===== src/rtl/sequential_divider.sv =====
// Multi-cycle signed divider: restoring shift-subtract on operand magnitudes,
// then one sign-fixup cycle. Quotient goes to LO, remainder to HI.
module sequential_divider #(
    parameter int unsigned WIDTH = 32
) (
    input  logic             clock,
    input  logic             clear,
    input  logic             start,
    input  logic [WIDTH-1:0] dividend,
    input  logic [WIDTH-1:0] divisor,
    output logic             busy,
    output logic             done,
    output logic [WIDTH-1:0] quotient_lo,
    output logic [WIDTH-1:0] remainder_hi,
    output logic             div_by_zero
);

    localparam int unsigned CNT_W = $clog2(WIDTH + 1);

    typedef enum logic [1:0] {
        IDLE   = 2'd0,
        DIVIDE = 2'd1,
        FIXUP  = 2'd2
    } state_t;

    state_t             state_q, state_d;
    logic [CNT_W-1:0]   cnt_q, cnt_d;
    logic [WIDTH-1:0]   rem_q, rem_d;
    logic [WIDTH-1:0]   quo_q, quo_d;
    logic [WIDTH-1:0]   dvsr_q, dvsr_d;
    logic               neg_quo_q, neg_quo_d;
    logic               neg_rem_q, neg_rem_d;
    logic               dbz_q, dbz_d;
    logic               busy_q, busy_d;
    logic               done_q, done_d;
    logic [WIDTH-1:0]   quotient_q, quotient_d;
    logic [WIDTH-1:0]   remainder_q, remainder_d;
    logic               flag_q, flag_d;

    logic [WIDTH-1:0]   abs_dividend_c;
    logic [WIDTH-1:0]   abs_divisor_c;
    logic [WIDTH:0]     shifted_c;
    logic [WIDTH:0]     diff_c;

    // Magnitudes are unsigned WIDTH bits, so the most-negative value maps onto itself.
    assign abs_dividend_c = dividend[WIDTH-1] ? (~dividend + WIDTH'(1)) : dividend;
    assign abs_divisor_c  = divisor[WIDTH-1]  ? (~divisor  + WIDTH'(1)) : divisor;

    // One restoring step: bring in the next dividend bit and trial-subtract.
    assign shifted_c = {rem_q, quo_q[WIDTH-1]};
    assign diff_c    = shifted_c - {1'b0, dvsr_q};

    always_comb begin
        state_d     = state_q;
        cnt_d       = cnt_q;
        rem_d       = rem_q;
        quo_d       = quo_q;
        dvsr_d      = dvsr_q;
        neg_quo_d   = neg_quo_q;
        neg_rem_d   = neg_rem_q;
        dbz_d       = dbz_q;
        busy_d      = busy_q;
        done_d      = 1'b0;
        quotient_d  = quotient_q;
        remainder_d = remainder_q;
        flag_d      = flag_q;

        unique case (state_q)
            IDLE: begin
                if (start) begin
                    busy_d    = 1'b1;
                    flag_d    = 1'b0;
                    neg_quo_d = dividend[WIDTH-1] ^ divisor[WIDTH-1];
                    neg_rem_d = dividend[WIDTH-1];
                    cnt_d     = '0;
                    rem_d     = '0;
                    dvsr_d    = abs_divisor_c;
                    if (divisor == '0) begin
                        // Keep the raw dividend; it is returned as the remainder.
                        dbz_d   = 1'b1;
                        quo_d   = dividend;
                        state_d = FIXUP;
                    end else begin
                        dbz_d   = 1'b0;
                        quo_d   = abs_dividend_c;
                        state_d = DIVIDE;
                    end
                end
            end

            DIVIDE: begin
                if (!diff_c[WIDTH]) begin
                    rem_d = diff_c[WIDTH-1:0];
                    quo_d = {quo_q[WIDTH-2:0], 1'b1};
                end else begin
                    rem_d = shifted_c[WIDTH-1:0];
                    quo_d = {quo_q[WIDTH-2:0], 1'b0};
                end
                cnt_d = cnt_q + CNT_W'(1);
                if (cnt_q == CNT_W'(WIDTH - 1)) begin
                    state_d = FIXUP;
                end
            end

            FIXUP: begin
                state_d = IDLE;
                busy_d  = 1'b0;
                done_d  = 1'b1;
                if (dbz_q) begin
                    quotient_d  = '1;
                    remainder_d = quo_q;
                    flag_d      = 1'b1;
                end else begin
                    quotient_d  = neg_quo_q ? (~quo_q + WIDTH'(1)) : quo_q;
                    remainder_d = neg_rem_q ? (~rem_q + WIDTH'(1)) : rem_q;
                end
            end

            default: begin
                state_d = IDLE;
            end
        endcase
    end

    always_ff @(posedge clock or negedge clear) begin
        if (!clear) begin
            state_q     <= IDLE;
            cnt_q       <= '0;
            rem_q       <= '0;
            quo_q       <= '0;
            dvsr_q      <= '0;
            neg_quo_q   <= 1'b0;
            neg_rem_q   <= 1'b0;
            dbz_q       <= 1'b0;
            busy_q      <= 1'b0;
            done_q      <= 1'b0;
            quotient_q  <= '0;
            remainder_q <= '0;
            flag_q      <= 1'b0;
        end else begin
            state_q     <= state_d;
            cnt_q       <= cnt_d;
            rem_q       <= rem_d;
            quo_q       <= quo_d;
            dvsr_q      <= dvsr_d;
            neg_quo_q   <= neg_quo_d;
            neg_rem_q   <= neg_rem_d;
            dbz_q       <= dbz_d;
            busy_q      <= busy_d;
            done_q      <= done_d;
            quotient_q  <= quotient_d;
            remainder_q <= remainder_d;
            flag_q      <= flag_d;
        end
    end

    assign busy         = busy_q;
    assign done         = done_q;
    assign quotient_lo  = quotient_q;
    assign remainder_hi = remainder_q;
    assign div_by_zero  = flag_q;

endmodule


===== config.mk =====
export PLATFORM = sky130hd
export DESIGN_NAME = sequential_divider
export DESIGN_NICKNAME = d
export VERILOG_FILES = /design/src/rtl/sequential_divider.sv
export SDC_FILE = /design/constraint.sdc
export NUM_CORES = 1
export LEC_CHECK = 0
export ABC_AREA = 1
export BUFFER_PORTS_ARGS = -buffer_cell sky130_fd_sc_hd__buf_2
export CAP_MARGIN = 20
export CORE_UTILIZATION = 25
export CTS_CLUSTER_SIZE = 10
export DETAILED_ROUTE_END_ITERATION = 6
export PLACE_DENSITY = 0.49
export SYNTH_ARGS = -nofsm -noshare
export SYNTH_HDL_FRONTEND = slang
export SYNTH_SLANG_ARGS = --single-unit

===== constraint.sdc =====
create_clock -name clock -period 2.2 [get_ports clock]
set_input_delay 0.33 -clock clock [delete_from_list [all_inputs] [get_ports clock]]
set_output_delay 0.33 -clock clock [all_outputs]
set_load 0.1 [all_outputs]

==> out/qor.csv <==
metric;value;unit
gr ovfl total;0;
Worst Path Max Fanout;6;
CTS buffer count;17;
Via density;4.77;
CTS tree;built;
Die W;236;µm
critical path class;reg2reg;
failing checks;setup timing;
clock root buffer;clkbuf_16;
global placement routability congestion;0.939;
Syn Inst Count;2091;
Clock transition at path regs;0.07;ns
first-pass GRT wire length;82.4;mm
antenna fix cells;0;
Max Freq;448;MHz
Die Area;55700;µm²
clk_skew;0.0159;ns
leading post-synthesis cells by cell area;dfrtp_1 32%, nand2_1 17%, nand3_1 8.7%;
first-pass iteration count of the detailed router;6;
internal reg-to-reg setup slack;-0.03;ns
type of origin of the critical path;flip-flop;
top cell type's share of synthesized area;31.8;%
initial antenna violation count;0;
worst-margin pin slew;0.618;ns
clock latency at the later pin of the worst-skew pair;0.47;ns
Avg Inst Size Synth;6.54;µm²
IO Port Bufs;133;
library cells used by synthesis;55;
CP Capture Type;flip-flop;
asr flop ratio synth;100;%
initial core utilization;25.4;%
mapped cell area;13700;µm²
Final Cycle Share;101;%
io pins;134;
crit path time final;2.23;ns
CTS Sinks;174;
Rows;85;
Slew Viols, Final;0;
Post-synth EDFFs;0;
status;finished, violations left;
Core Box Area;53900;µm²
pin count of the biggest net entering global routing;47;
Hold Crit Class;in2reg;
Die Ht;236;µm
post-synth net total;2196;
Rel. slew slack;58.4;%
worst-case clock buffer depth;2;
1st-iter DRT viols;1296;
WL/cell;17.4;µm
share of post-route cells with drive strength above 1;23.6;%
drt total wl;53.5;mm
endpoints failing setup;13;
Final Hold Vio Count;0;
DR DRC count;0;
setup ws final;-0.0305;ns
sequential element share of the synthesized area;31.8;%
Post-DP HPWL;42.5;mm
Vias;14674;
Yosys warnings;0;
Critical Path AT;2.63;ns
All-Layer GR Usage;19.2;%
Top FF cell, synth;dfrtp_1;
Final Net Count;2473;
FILL cells;5808;
MaxCap Viol Count;0;
area leader, netlist;dfrtp_1;
critical path required time;2.60;ns
antenna-violating nets left;0;
commonest non-fill, non-tap cell in the layout;nand2_1;
total number of H-tree levels;4;
Synth Register Bits;174;
vias in the first global route;14026;
RSZ-0062 raised after global routing;yes;
Synth-to-Final Area Change;29.3;%
most frequent cells in the layout;603 x nand2_1, 281 x inv_1, 215 x nand3_1;
hold_ws;0.173;ns
[registers in the layout (all words and copies together), names as in the netlist]
signal / cells
busy: 1
quotient_lo: 32
done: 1
rem_q: 32
dvsr_q: 32
remainder_hi: 32
state_q: 2
neg_quo_q: 1
dbz_q: 1
div_by_zero: 1
quo_q: 32
cnt_q: 6
neg_rem_q: 1
[stage by stage]
step                      std cells  util (%)  TNS, ns  area [µm²]  setup WS, ns
after floorplan                2091         -        0       13700       0.00609
after global placement         3020      30.0    -1.81       16200        -0.110
after global routing           3077      32.8    -3.78       17700        -0.146
after detailed placement       3020      30.0    -2.94       16200        -0.137
after CTS                      3064      31.8   -0.431       17100       -0.0511
final                          3077      32.8   -0.145       17700       -0.0305
[final cells by class]
class | instances | area, µm² | area share (%)
Clock buffer | 18 | 439 | 2.48
Clock inverter | 14 | 174 | 0.983
Inverter | 308 | 1160 | 6.54
Multi-Input combinational cell | 1547 | 8450 | 47.8
Sequential cell | 174 | 4360 | 24.7
Tap cell | 696 | 871 | 4.92
Timing Repair Buffer | 320 | 2230 | 12.6
[final timing paths]
| check | to | start | depth (start not counted) |
|---|---|---|---|
| max | rem_q[16] | dvsr_q[0] | 16 |
| min | quo_q[13] | dividend[13] | 4 |
| max reg2reg | rem_q[16] | dvsr_q[0] | 16 |
| min reg2reg | dvsr_q[9] | dvsr_q[9] | 2 |
| max in group asynchronous | rem_q[5] | clear | 3 |
| min in group asynchronous | done | clear | 2 |
[what timing repair did]
| item | 4_1_cts | 5_1_grt |
|---|---|---|
| gates resized for setup | 38 | 91 |
| hold endpoints to repair | 42 | 0 |
| setup endpoints to repair | 33 | 49 |
| cloned | 3 | 2 |
| pin swaps | 6 | 46 |
| hold buffers | 1 | 0 |
| buffers inserted | 8 | 11 |
[cells in the mapped netlist, types with 3 or more instances]
| master | number |
|---|---|
| a21o_1 | 4 |
| a21oi_1 | 43 |
| a22oi_1 | 25 |
| a31oi_1 | 12 |
| buf_1 | 4 |
| buf_12 | 3 |
| buf_2 | 9 |
| buf_6 | 7 |
| clkbuf_1 | 41 |
| dfrtp_1 | 174 |
| ha_1 | 37 |
| inv_1 | 297 |
| inv_2 | 11 |
| nand2_1 | 623 |
| nand2_2 | 40 |
| nand2_4 | 5 |
| nand3_1 | 239 |
| nand3_2 | 15 |
| nand3b_1 | 17 |
| nand4_1 | 20 |
| nor2_1 | 196 |
| nor2_2 | 7 |
| nor3_1 | 19 |
| nor4_1 | 6 |
| o211ai_1 | 8 |
| o21ai_0 | 93 |
| o21ai_1 | 6 |
| o21bai_1 | 14 |
| o221ai_1 | 14 |
| o22ai_1 | 13 |
| o31ai_1 | 3 |
| or2_2 | 5 |
| xnor2_1 | 10 |
| xor2_1 | 45 |
[critical path, cell delays in order, from the launching register on]
cell and delay [ns]:
dfrtp_1 0.42, ha_4 0.18, fa_2 0.34, inv_2 0.09
nand2_4 0.06, nand2_4 0.06, nand3_2 0.06, nand2_2 0.07
nand2_2 0.07, nand2_4 0.07, nand2_4 0.08, nand2_4 0.11
nand2_4 0.12, buf_4 0.18, nand3_1 0.08, nand3_2 0.08
nand2_2 0.09
[layer usage]
metal	global-route usage [%]	vias up	wire (µm)
met5	0	-	0
met4	6.62	0	1530
met3	2.27	63	2180
met2	31.1	324	24600
met1	26.3	7000	25100
li1	-	7287	-
[kinds of logic (layout without fill, tap and decap cells)]
group	after synthesis	count (layout)	share of synthesized area (%)
and+or+nand+nor	1205	1209	39.1
buffers and inverters	374	660	11.1
AOI/OAI and AO/OA	245	245	10.9
DFF	174	174	31.8
xor gates and xnor gates	55	55	3.52
adders and majority gates	38	38	3.53
Power is left out: the tool's default activity adds up to more than one toggle a clock period on the data nets, which glitch-free logic cannot reach.
